$ cat config.mk
export PLATFORM = sky130hd
export DESIGN_NAME = router_1xn
export DESIGN_NICKNAME = d
export VERILOG_FILES = /design/src/rtl/router_1xn.sv
export SDC_FILE = /design/constraint.sdc
export NUM_CORES = 1
export LEC_CHECK = 0
export BUFFER_PORTS_ARGS = -buffer_cell sky130_fd_sc_hd__buf_2
export CAP_MARGIN = 0
export CORE_AREA = 2 2 242 244
export DETAILED_ROUTE_END_ITERATION = 8
export DIE_AREA = 0 0 244 246
export GPL_ROUTABILITY_DRIVEN = 0
export SLEW_MARGIN = 20
export SYNTH_ARGS = -nofsm -noshare
export SYNTH_HDL_FRONTEND = slang
export SYNTH_SLANG_ARGS = --single-unit
$ cat constraint.sdc
create_clock -name clock -period 3.85 [get_ports clock]
set_clock_uncertainty 0.05 [all_clocks]
set_input_delay 0.385 -clock clock [delete_from_list [all_inputs] [get_ports clock]]
set_output_delay 0.385 -clock clock [all_outputs]
set_load 0.1 [all_outputs]
$ cat src/rtl/router_1xn.sv
// 1-to-N packet router: a header/payload/parity parser feeding one FWFT FIFO per output,
// with a per-port timeout that flushes FIFOs nobody is reading.
module router_1xn #(
  parameter int unsigned DATA_W     = 8,
  parameter int unsigned NUM_PORTS  = 3,
  parameter int unsigned FIFO_DEPTH = 16,
  parameter int unsigned TIMEOUT    = 30
) (
  input  logic                          clock,
  input  logic                          reset,
  input  logic                          pkt_valid,
  input  logic [DATA_W-1:0]             data_in,
  input  logic [NUM_PORTS-1:0]          read_enb,
  output logic [NUM_PORTS*DATA_W-1:0]   data_out,
  output logic [NUM_PORTS-1:0]          valid_out,
  output logic                          busy,
  output logic                          err,
  output logic                          drop
);

  localparam int unsigned AW = $clog2(FIFO_DEPTH);
  localparam int unsigned PW = AW + 1;
  localparam int unsigned TW = $clog2(TIMEOUT + 1);

  typedef enum logic [1:0] {S_DECODE, S_LOAD, S_PARITY, S_DISCARD} state_t;

  state_t              r_state;
  logic [1:0]          r_dest;
  logic [6:0]          r_cnt;
  logic [DATA_W-1:0]   r_parity;
  logic                r_err;
  logic                r_drop;

  logic [DATA_W-1:0]   r_mem  [NUM_PORTS][FIFO_DEPTH];
  logic [PW-1:0]       r_wptr [NUM_PORTS];
  logic [PW-1:0]       r_rptr [NUM_PORTS];
  logic [TW-1:0]       r_tmo  [NUM_PORTS];

  logic [PW-1:0]        w_count [NUM_PORTS];
  logic [NUM_PORTS-1:0] w_full, w_valid, w_flush, w_wr, w_rd;
  logic [3:0]           w_full4, w_flush4;
  logic [1:0]           w_hdr_dest, w_wr_dest;
  logic [5:0]           w_hdr_len;
  logic                 w_hdr_ok, w_busy, w_acc, w_wr_any;

  // Per-port FIFO status and timeout expiry
  always_comb begin
    w_full  = '0;
    w_valid = '0;
    w_flush = '0;
    for (int unsigned i = 0; i < NUM_PORTS; i++) begin
      w_count[i] = r_wptr[i] - r_rptr[i];
      w_full[i]  = (w_count[i] == PW'(FIFO_DEPTH));
      w_valid[i] = (w_count[i] != '0);
      w_flush[i] = (r_tmo[i] == TW'(TIMEOUT));
    end
  end

  assign w_full4    = 4'(w_full);
  assign w_flush4   = 4'(w_flush);
  assign w_hdr_dest = data_in[1:0];
  assign w_hdr_len  = data_in[7:2];
  assign w_hdr_ok   = (32'(w_hdr_dest) < NUM_PORTS) && (w_hdr_len != '0);

  // Back-pressure only when the word is headed for a full FIFO
  always_comb begin
    w_busy = 1'b0;
    case (r_state)
      S_DECODE:         w_busy = pkt_valid && w_hdr_ok && w_full4[w_hdr_dest];
      S_LOAD, S_PARITY: w_busy = w_full4[r_dest];
      default:          w_busy = 1'b0;
    endcase
  end

  assign w_acc     = pkt_valid && !w_busy;
  assign w_wr_dest = (r_state == S_DECODE) ? w_hdr_dest : r_dest;
  assign w_wr_any  = w_acc && (((r_state == S_DECODE) && w_hdr_ok) ||
                               (r_state == S_LOAD) || (r_state == S_PARITY));

  // A flush overrides any write or read on the same FIFO
  always_comb begin
    w_wr = '0;
    w_rd = '0;
    for (int unsigned i = 0; i < NUM_PORTS; i++) begin
      w_wr[i] = w_wr_any && (w_wr_dest == 2'(i)) && !w_flush[i];
      w_rd[i] = read_enb[i] && w_valid[i] && !w_flush[i];
    end
  end

  always_ff @(posedge clock) begin
    for (int unsigned i = 0; i < NUM_PORTS; i++) begin
      if (w_wr[i]) r_mem[i][r_wptr[i][AW-1:0]] <= data_in;
    end
  end

  always_ff @(posedge clock) begin
    if (reset) begin
      for (int unsigned i = 0; i < NUM_PORTS; i++) begin
        r_wptr[i] <= '0;
        r_rptr[i] <= '0;
        r_tmo[i]  <= '0;
      end
    end else begin
      for (int unsigned i = 0; i < NUM_PORTS; i++) begin
        if (w_flush[i]) begin
          r_wptr[i] <= '0;
          r_rptr[i] <= '0;
          r_tmo[i]  <= '0;
        end else begin
          if (w_wr[i]) r_wptr[i] <= r_wptr[i] + 1'b1;
          if (w_rd[i]) r_rptr[i] <= r_rptr[i] + 1'b1;
          if (w_valid[i] && !read_enb[i]) r_tmo[i] <= r_tmo[i] + 1'b1;
          else                            r_tmo[i] <= '0;
        end
      end
    end
  end

  // Packet parser; r_cnt holds payload words left in LOAD, words left to swallow in DISCARD
  always_ff @(posedge clock) begin
    if (reset) begin
      r_state  <= S_DECODE;
      r_dest   <= '0;
      r_cnt    <= '0;
      r_parity <= '0;
      r_err    <= 1'b0;
      r_drop   <= 1'b0;
    end else begin
      r_err  <= 1'b0;
      r_drop <= 1'b0;
      case (r_state)
        S_DECODE: begin
          if (w_acc) begin
            r_dest   <= w_hdr_dest;
            r_parity <= data_in;
            if (w_hdr_ok && !w_flush4[w_hdr_dest]) begin
              r_cnt   <= 7'(w_hdr_len);
              r_state <= S_LOAD;
            end else begin
              r_cnt   <= 7'(w_hdr_len) + 7'd1;
              r_drop  <= 1'b1;
              r_state <= S_DISCARD;
            end
          end
        end
        S_LOAD: begin
          if (w_flush4[r_dest]) begin
            r_cnt   <= w_acc ? r_cnt : r_cnt + 7'd1;
            r_drop  <= 1'b1;
            r_state <= S_DISCARD;
          end else if (w_acc) begin
            r_parity <= r_parity ^ data_in;
            r_cnt    <= r_cnt - 7'd1;
            if (r_cnt == 7'd1) r_state <= S_PARITY;
          end
        end
        S_PARITY: begin
          if (w_flush4[r_dest]) begin
            r_drop <= 1'b1;
            if (w_acc) begin
              r_state <= S_DECODE;
            end else begin
              r_cnt   <= 7'd1;
              r_state <= S_DISCARD;
            end
          end else if (w_acc) begin
            r_err   <= (r_parity != data_in);
            r_state <= S_DECODE;
          end
        end
        default: begin
          if (w_acc) begin
            r_cnt <= r_cnt - 7'd1;
            if (r_cnt == 7'd1) r_state <= S_DECODE;
          end
        end
      endcase
    end
  end

  always_comb begin
    data_out = '0;
    for (int unsigned i = 0; i < NUM_PORTS; i++) begin
      data_out[i*DATA_W +: DATA_W] = w_valid[i] ? r_mem[i][r_rptr[i][AW-1:0]] : '0;
    end
  end

  assign valid_out = w_valid;
  assign busy      = w_busy;
  assign err       = r_err;
  assign drop      = r_drop;

endmodule
# After elaboration in Yosys (flattened, before gate mapping)
# Memory sizes are Yosys's and may differ from the RTL's.
# Cells that the tools add are included.
[word_totals] ram_bits=429 regBits=21 output_inout_bits=30 elab_cells=284 n_memories=4
[classes] n_lt_le_gt_ge=12 n_eq_ne=21 n_bitwise=30 reduce_logical=52 mux=144 n_addsub=15
[memory_table] memory="r_mem" words=3 word_bits=128 rd=3 rd_clocked_by_memory_dff=0 write_ports=1 line_no="34" source="logic [DATA_W-1:0] r_mem [NUM_PORTS][FIFO_DEPTH];"
[memory_table] memory="r_rptr" words=3 word_bits=5 rd=3 rd_clocked_by_memory_dff=0 write_ports=3 line_no="36" source="logic [PW-1:0] r_rptr [NUM_PORTS];"
[memory_table] memory="r_tmo" words=3 word_bits=5 rd=3 rd_clocked_by_memory_dff=0 write_ports=3 line_no="37" source="logic [TW-1:0] r_tmo [NUM_PORTS];"
[memory_table] memory="r_wptr" words=3 word_bits=5 rd=3 rd_clocked_by_memory_dff=0 write_ports=3 line_no="35" source="logic [PW-1:0] r_wptr [NUM_PORTS];"
[op_table] op="two-way mux 128 bit" n=7
[op_table] op="OR reduction 128 bit" n=2
[op_table] op="two-way mux 8 bit" n=15
[op_table] op="two-way mux 5 bit" n=21
[op_table] op="binary-select mux 8 bit (select 4 bit)" n=3
[op_table] op="demux 8 bit (select 4 bit)" n=3
[op_table] op="two-way mux 1 bit" n=66
[op_table] op="two-way mux 7 bit" n=7
[op_table] op="adder 5 x 1 -> 5 bit (second input constant)" n=9
[op_table] op="== test 5 bit (second input constant)" n=6
[op_table] op=">= comparator 5 bit (second input constant)" n=6
[op_table] op="inverter 4 -> 5 bit" n=6
[op_table] op="two-way mux 2 bit" n=13
[op_table] op="logical AND 1 bit" n=25
[op_table] op="bitwise OR 1 bit" n=21
[op_table] op="one-hot mux 7 bit (3 select lines)" n=1
[op_table] op="one-hot mux 8 bit (2 select lines)" n=1
[op_table] op="less-than comparator 5 x 1 -> 1 bit (second input constant)" n=3
[op_table] op="nonzero test 5 bit" n=3
[op_table] op="subtractor 5 bit" n=3
[op_table] op="binary-select mux 1 bit (select 2 bit)" n=4
[op_table] op="zero test 1 bit" n=8
[op_table] op="!= test 2 bit (second input constant)" n=4
[op_table] op="!= test 8 bit" n=1
[op_table] op="27 further kinds" n=36

# Longest topological paths before layout
# Gate-level depths: netlist (run 1).
# An unclocked memory read counts as a cell.
[depth] word_depth=17 depth_mapped=15 mapped_depth_nobuf=10

# Least setup slack after synthesis (run 1)
# OpenSTA, ideal clock, no wires.
[synth_path] path_type="reg-to-reg" startpoint="memory r_rptr[1][1] in the netlist's numbering" endpoint="register r_cnt[4]" slack_ns=-0.992 t_arrival_ns=4.698 n_path_buf=2 synth_period_minus_slack_ns=4.842 required_ns=3.706 path_stages_with_launch=13 path_cell_list="edfxtp_1 > clkbuf_1 > buf_1 > inv_1 > ha_1 > nor2b_4 > o31a_1 > a211o_1 > nor4_1 > o311ai_4 > o22ai_1 > a211oi_2 > o32ai_1"
[synth_lines] item="start, declared" line_no="36"
[synth_lines] item="end signal, assigned" line_no="137" source="r_cnt <= 7'(w_hdr_len);"
[synth_lines] item="end signal, assigned" line_no="140" source="r_cnt <= 7'(w_hdr_len) + 7'd1;"
[synth_lines] item="end signal, assigned" line_no="148" source="r_cnt <= w_acc ? r_cnt : r_cnt + 7'd1;"
[synth_lines] item="end, declared" line_no="29" source="logic [6:0] r_cnt;"

==> reports/qor.csv, run 1 <==
metric,value,unit
status,completed,
drt via density,5.25,
final cell count without fillers,2052,
die height,246,µm
DR WL/cell,21.5,µm
number of global-route vias before repair,10900,
Worst Hold Launch,read_enb[2],
# rows,88,
Post-synth top cells,"edfxtp_1, mux4_2, nor2_1",
die area,60000,µm²
Synth warnings,0,
Filler Cells Inserted,5103,
DRC,0,
internal reg-to-reg setup slack,170,ps
H-tree depth,2,
CTS tree,built,
"Distinct cells, synth",81,
fmax,268,MHz
total track usage,14.8,%
CP required,3410,ps
Hold Crit Class,in2reg,
Slew @ Worst Pin,839,ps
Cell Pwr Density,603,nW/µm²
ant diodes,0,
Seq cells post-synth,450,
Initial Utilization,34.8,%
final setup fails,0,
Mapped Avg Cell Area,17.2,µm²
Worst Path Buf+Inv,1,
Final min period,3740,ps
global-route wire length before repair,67.3,mm
cell with the most instances after synthesis,edfxtp_1,
Final Cell Area,22800,µm²
crit-path cells,ha_1 -> nor2b_4 -> o31a_1 -> a211o_1 -> or4_4 -> and3_4 -> o22ai_4 -> buf_12,
Post-Route WL,44.2,mm
Hold Path Stages,2,
slew margin rel.,44.0,%
reg2reg start,r_wptr[0][0]$_SDFFCE_PN0P_,
Final period util,97.1,%
FF-to-FF End,r_mem[0][233]$_DFFE_PP_,
Total Nets Final,1308,
TritonRoute pass-1 iters,5,
register clock-pin slew on the reported worst setup and hold paths,60,ps
DP HPWL,28.5,mm
main flop type after synthesis,edfxtp_1,
"EDFF count, synth",429,
IO buf count,43,
sequential-to-total area share from yosys stat,66.6,%
leading post-synthesis cells by cell area,"edfxtp_1, mux4_2, ha_1",
total core area,57400,µm²
CTS Root Cell,clkbuf_16,
CP Capture Type,primary output,
Post-Syn Instances,1164,
Worst Reg2Reg Path Length in Cells,11,
clock sinks,450,
post-synthesis cell area,20000,µm²
TritonCTS buffer count,47,
unrepaired setup endpoints after global routing,yes,
Skew-Pair Late Insertion Delay,570,ps
dpl cells,1965,
placed inst area,21300,µm²
layout overhead on the synthesized area,14.3,%
CTS hold repair buffers,0,
endpoints failing hold,0,
Die W,244,µm
crit start category,flip-flop,
largest stage delay on the critical path,600,ps
Max Cap Viol,0,
worst path arrival time,3300,ps
# IOs,44,
largest net degree at the start of global routing,56,
1st-iter DRT viols,936,
layout cells sized above 1,26.0,%
Critical Path Slowest Stage Cell,or4_4,
WHS,111,ps
total power,13.8,mW
Final Slew Violations,0,
initial antenna violation count,2,
Worst Hold End,r_rptr[2][1]$_SDFFCE_PN0P_,
Synth area leader,edfxtp_1,
CP max FO,6,
gr ovfl total,0,
asr flop ratio synth,0,%
crit-path leading delay family,simple AND/OR/NAND/NOR gates,
CTS Buffer Depth,3,
vias,10800,
antenna-violating nets left,0,
maximum VDD drop,0.394,mV
CP Class,reg2out,
Synth top area share,64.5,%
P_leak,7.55,nW
==> registers in the layout (all words and copies together), names as in the netlist <==
name and count:
r_mem 384, r_rptr 15, r_tmo 15, r_wptr 15, r_parity 8, r_cnt 7
r_dest 2, r_state 2, drop 1, err 1
==> cell families after synthesis <==
kind of cell             Yosys count  share of synthesized area, %
AO/OA/AOI/OAI                     99                          3.88
XOR/XNOR                          49                          2.22
adder cells (fa/ha/maj)           42                          2.63
buffers and inverters            100                          2.00
flip-flops                       450                          66.6
multiplexers                     132                          14.2
other                              1                        0.0188
AND/OR/NAND/NOR                  291                          8.45
==> through the flow <==
| step | worst slack, ps | setup TNS [ps] | utilization, % |
|---|---|---|---|
| after global routing | -25.6 | -190 | 39.8 |
| after global placement | 84.5 | 0 | 37.1 |
| after detailed placement | 32.4 | 0 | 37.1 |
| after floorplan | -11.4 | -349 | - |
| after CTS | 7.73 | 0 | 39.6 |
| final | 113 | 0 | 39.8 |
==> layer usage <==
metal | track usage [%] | share of wire, %
met5 | 0 | 0.025
met1 | 21.2 | 46
met4 | 4.39 | 2.3
met2 | 23.2 | 47
met3 | 2.45 | 4.6
==> cell type report <==
type / count / area [µm²] / area share [%]
tap: 765 / 957 / 4.19
multi-input combinational: 628 / 6400 / 28.1
inverter: 43 / 161 / 0.707
clock buffer: 55 / 1250 / 5.47
sequential: 450 / 13300 / 58.3
clock inverter: 29 / 230 / 1.01
timing repair buffer: 82 / 523 / 2.29
==> worst register-to-register path: cells and delay by family (launching register included) <==
| family | cells | cell delay (ps) |
|---|---|---|
| DFF | 1 | 460 |
| adders and majority gates | 1 | 220 |
| and+or+nand+nor | 6 | 1760 |
| buffers and inverters | 2 | 340 |
| AOI/OAI and AO/OA | 2 | 490 |
==> how the worst max path moves through the flow <==
stage                          startpoint                      end  slack (ps)  cells past startpoint
2_1_floorplan  r_rptr[0][1]$_SDFFCE_PN0P_  r_mem[0][160]$_DFFE_PP_         -10                     13
5_1_grt        r_wptr[0][0]$_SDFFCE_PN0P_  r_mem[0][233]$_DFFE_PP_         -30                     11
6_report       r_wptr[1][1]$_SDFFCE_PN0P_                     busy         110                      8
3_5_place_dp   r_wptr[0][0]$_SDFFCE_PN0P_   r_mem[0][53]$_DFFE_PP_          30                     10
4_1_cts        r_wptr[0][0]$_SDFFCE_PN0P_   r_mem[0][53]$_DFFE_PP_           8                     10
3_3_place_gp   r_wptr[0][0]$_SDFFCE_PN0P_   r_mem[0][53]$_DFFE_PP_          80                     10
==> power by group <==
group / internal (mW) / switching (mW)
clock: 2.52 / 1.84
combinational: 1.21 / 2.36
sequential: 5.65 / 0.176
==> placed cells by master (no fill, tap or decap), types with 5 or more instances in the layout <==
| master | instances |
|---|---|
| mux2_2 | 7 |
| and3_1 | 14 |
| o32ai_1 | 9 |
| nand2_1 | 39 |
| clkbuf_16 | 49 |
| edfxtp_1 | 429 |
| and4_1 | 9 |
| a21o_1 | 5 |
| and4b_2 | 7 |
| buf_4 | 39 |
| ha_1 | 42 |
| a21oi_1 | 20 |
| buf_2 | 42 |
| nor4_1 | 7 |
| nor3_1 | 6 |
| nor2_1 | 64 |
| clkinv_2 | 9 |
| nand2b_1 | 10 |
| inv_1 | 40 |
| clkbuf_1 | 6 |
| and2_1 | 19 |
| nor2b_1 | 26 |
| and3_2 | 8 |
| xor2_1 | 17 |
| nand4_1 | 8 |
| o21ai_0 | 7 |
| xnor2_1 | 31 |
| mux2i_1 | 5 |
| mux4_2 | 120 |
| dfxtp_1 | 21 |
| and3b_2 | 6 |
| clkinv_1 | 10 |
| conb_1 | 15 |
| o22ai_1 | 6 |
| nand3_1 | 30 |
==> timing repair <==
item | CTS | global route
setup endpoints to repair | 0 | 345
setup buffers | 0 | 3
resized for setup | 0 | 33
endpoints found under the hold margin | 0 | 0
Power figures use the tool's default switching activity.
==> run 2: changes to the inputs <==
--- a/config.mk
+++ b/config.mk
@@ -5,6 +5,7 @@
 export SDC_FILE = /design/constraint.sdc
 export NUM_CORES = 1
 export LEC_CHECK = 0
+export ABC_AREA = 1
 export BUFFER_PORTS_ARGS = -buffer_cell sky130_fd_sc_hd__buf_2
 export CAP_MARGIN = 0
 export CORE_AREA = 2 2 242 244
==> reports/qor.csv, run 2 <==
metric,value,unit
CP required,4010,ps
gr ovfl total,0,
layout cells sized above 1,12.7,%
# IOs,44,
unrepaired setup endpoints after global routing,yes,
register clock-pin slew on the reported worst setup and hold paths,60,ps
endpoints failing hold,0,
Critical Path Slowest Stage Cell,nor2_1,
Synth warnings,0,
antenna-violating nets left,0,
sequential-to-total area share from yosys stat,66.6,%
Synth area leader,edfxtp_1,
clock sinks,450,
Final period util,96.0,%
internal power,9.38,mW
largest net degree at the start of global routing,69,
CP max FO,15,
Post-synth top cells,"edfxtp_1, nand2_1, a21oi_1",
sw frac,34.2,%
cell with the most instances after synthesis,edfxtp_1,
Total Nets Final,1929,
Seq cells post-synth,450,
Skew-Pair Late Insertion Delay,580,ps
DRC,0,
fmax,271,MHz
Filler Cells Inserted,5286,
total power,14.3,mW
crit-path cells,ha_1 -> a21oi_1 -> nand3_1 -> nand2_1 -> nor2_1 -> nand2_1 -> nand2_1 -> nand3_1 -> nand2_2 -> nand2_4 -> nand2_8 -> nor2_2 -> nand3_1 -> inv_1 -> nand2_1 -> nor2_1,
FF-to-FF End,r_mem[0][91]$_DFFE_PP_,
final setup fails,0,
largest stage delay on the critical path,560,ps
"EDFF count, synth",429,
Cell Pwr Density,600,nW/µm²
area of the multi-input gates,6470,µm²
post-synthesis cell area,20000,µm²
sequential cell area,13300,µm²
"commonest non-fill, non-tap cell in the layout",edfxtp_1,
Synth top area share,64.5,%
drt via density,5.14,
pre-CTS WS,177,ps
Hold Crit Class,in2reg,
die height,246,µm
Net Sw Power,4.88,mW
most frequent cells in the layout,"edfxtp_1, nand2_1, a21oi_1, nor2_1, inv_1",
DP HPWL,32.1,mm
IO buf count,43,
Worst Reg2Reg Path Length in Cells,16,
main flop type after synthesis,edfxtp_1,
P_leak,8.64,nW
CP Capture Point,r_mem[0][91]$_DFFE_PP_,
vias,13700,
worst path arrival time,3850,ps
slew margin rel.,47.6,%
crit start category,flip-flop,
"Top cell by count, worst path",nand2_1,
Post-Route WL,50.6,mm
wire length on met2,24.1,mm
global-route wire length before repair,78.1,mm
Initial Utilization,34.8,%
setup ws final,156,ps
max layer used,met4,
leading post-synthesis cells by cell area,"edfxtp_1, nand2_1, a21oi_1",
status,completed,
Post-Syn Instances,1772,
Critical Path Source,r_wptr[1][2]$_SDFFCE_PN0P_,
number of global-route vias before repair,13500,
final setup TNS,0,ps
total track usage,16.8,%
CP Capture Type,flip-flop,
TritonCTS buffer count,47,
Gate power share,28.9,%
"Distinct cells, synth",42,
# rows,88,
die area,60000,µm²
sequential share of power,40.4,%
met1 wire length,22.6,mm
asr flop ratio synth,0,%
ant diodes,0,
maximum VDD drop,0.361,mV
initial antenna violation count,1,
Slew @ Worst Pin,786,ps
Final min period,3690,ps
DR WL/cell,18.9,µm
reg2reg start,r_wptr[1][2]$_SDFFCE_PN0P_,
CTS tree,built,
H-tree depth,2,
met3 routed WL,2.74,mm
Mapped Avg Cell Area,11.3,µm²
TritonRoute pass-1 iters,6,
dpl cells,2588,
internal reg-to-reg setup slack,160,ps
Die W,244,µm
layout overhead on the synthesized area,18.9,%
clock share of power,30.7,%
CP Class,reg2reg,
Largest register FFs,384,
Max Cap Viol,0,
CTS Buffer Depth,3,
1st-iter DRT viols,1416,
Final Slew Violations,0,
CTS Root Cell,clkbuf_16,
final cell count without fillers,2675,
total core area,57400,µm²
run 2: cell count changes after synthesis, sizes merged, moves of 19 or more:
cell / change
inv: +52
nor2b: -27
a21oi: +160
and3: -23
a32o: +25
nand3: +45
nor2: +76
nand2: +388
mux4: -120
o21ai: +57
a22oi: +56
clkbuf: +26
and2: -19
run 2: what timing repair did:
item | 4_1_cts | 5_1_grt
resized for setup | 2 | 8
hold buffers | 0 | 0
hold endpoints to repair | 0 | 0
pin swaps | 0 | 1
setup endpoints to repair | 4 | 90
buffers inserted | 0 | 1
run 2: stage by stage:
stage | hold WS [ps] | util (%) | area [µm²]
after global routing | 106 | 41.4 | 23800
after CTS | 90.7 | 41.4 | 23700
final | 115 | 41.4 | 23800
after global placement | 452 | 38.8 | 22300
after floorplan | 422 | - | 20500
after detailed placement | 460 | 38.8 | 22300
run 2: final cells by class:
class                           instances  area share (%)
Inverter                              101            1.67
Sequential cell                       450            56.0
Timing Repair Buffer                  117            4.90
Tap cell                              765            4.03
Clock buffer                           52            5.07
Multi-Input combinational cell       1156            27.2
Clock inverter                         34            1.12
run 2: critical path, delay by kind of cell (launching register included):
family / cells / cell delay (ps)
and+or+nand+nor: 13 / 1990
AOI/OAI and AO/OA: 1 / 200
adders and majority gates: 1 / 380
buffers and inverters: 1 / 170
DFF: 1 / 500
run 2: kinds of logic after synthesis:
logic type,share of synthesized area (%)
other,0.0188
buffers and inverters,3.50
AOI/OAI and AO/OA,11.1
and+or+nand+nor,14.1
xor gates and xnor gates,2.06
adders and majority gates,2.63
DFF,66.6
run 2: how the worst min path moves through the flow:
stage | startpoint | endpoint | slack [ps] | cells after the start
2_1_floorplan | r_dest[1]$_SDFFE_PP0P_ | r_dest[1]$_SDFFE_PP0P_ | 420 | 2
3_3_place_gp | r_dest[1]$_SDFFE_PP0P_ | r_dest[1]$_SDFFE_PP0P_ | 450 | 2
3_5_place_dp | r_state[0]$_SDFFE_PP0P_ | r_state[0]$_SDFFE_PP0P_ | 460 | 2
4_1_cts | reset | r_state[0]$_SDFFE_PP0P_ | 90 | 2
5_1_grt | reset | r_state[1]$_SDFFE_PP0P_ | 110 | 2
6_report | reset | r_state[1]$_SDFFE_PP0P_ | 120 | 2
run 2: power by group through the flow:
stage	clock network [mW]	registers [mW]	logic (mW)
2_1_floorplan	0	5.84	2.89
3_3_place_gp	0	5.85	4.08
3_5_place_dp	0	5.86	4.11
4_1_cts	4.46	5.75	4.12
5_1_grt	4.66	5.78	4.47
6_report	4.37	5.76	4.12
run 2: per-layer routing:
layer,GRT usage [%],vias up
li1,-,6514
met1,22.8,6762
met2,27.5,381
met3,2.79,84
met4,5.22,0
met5,0,-
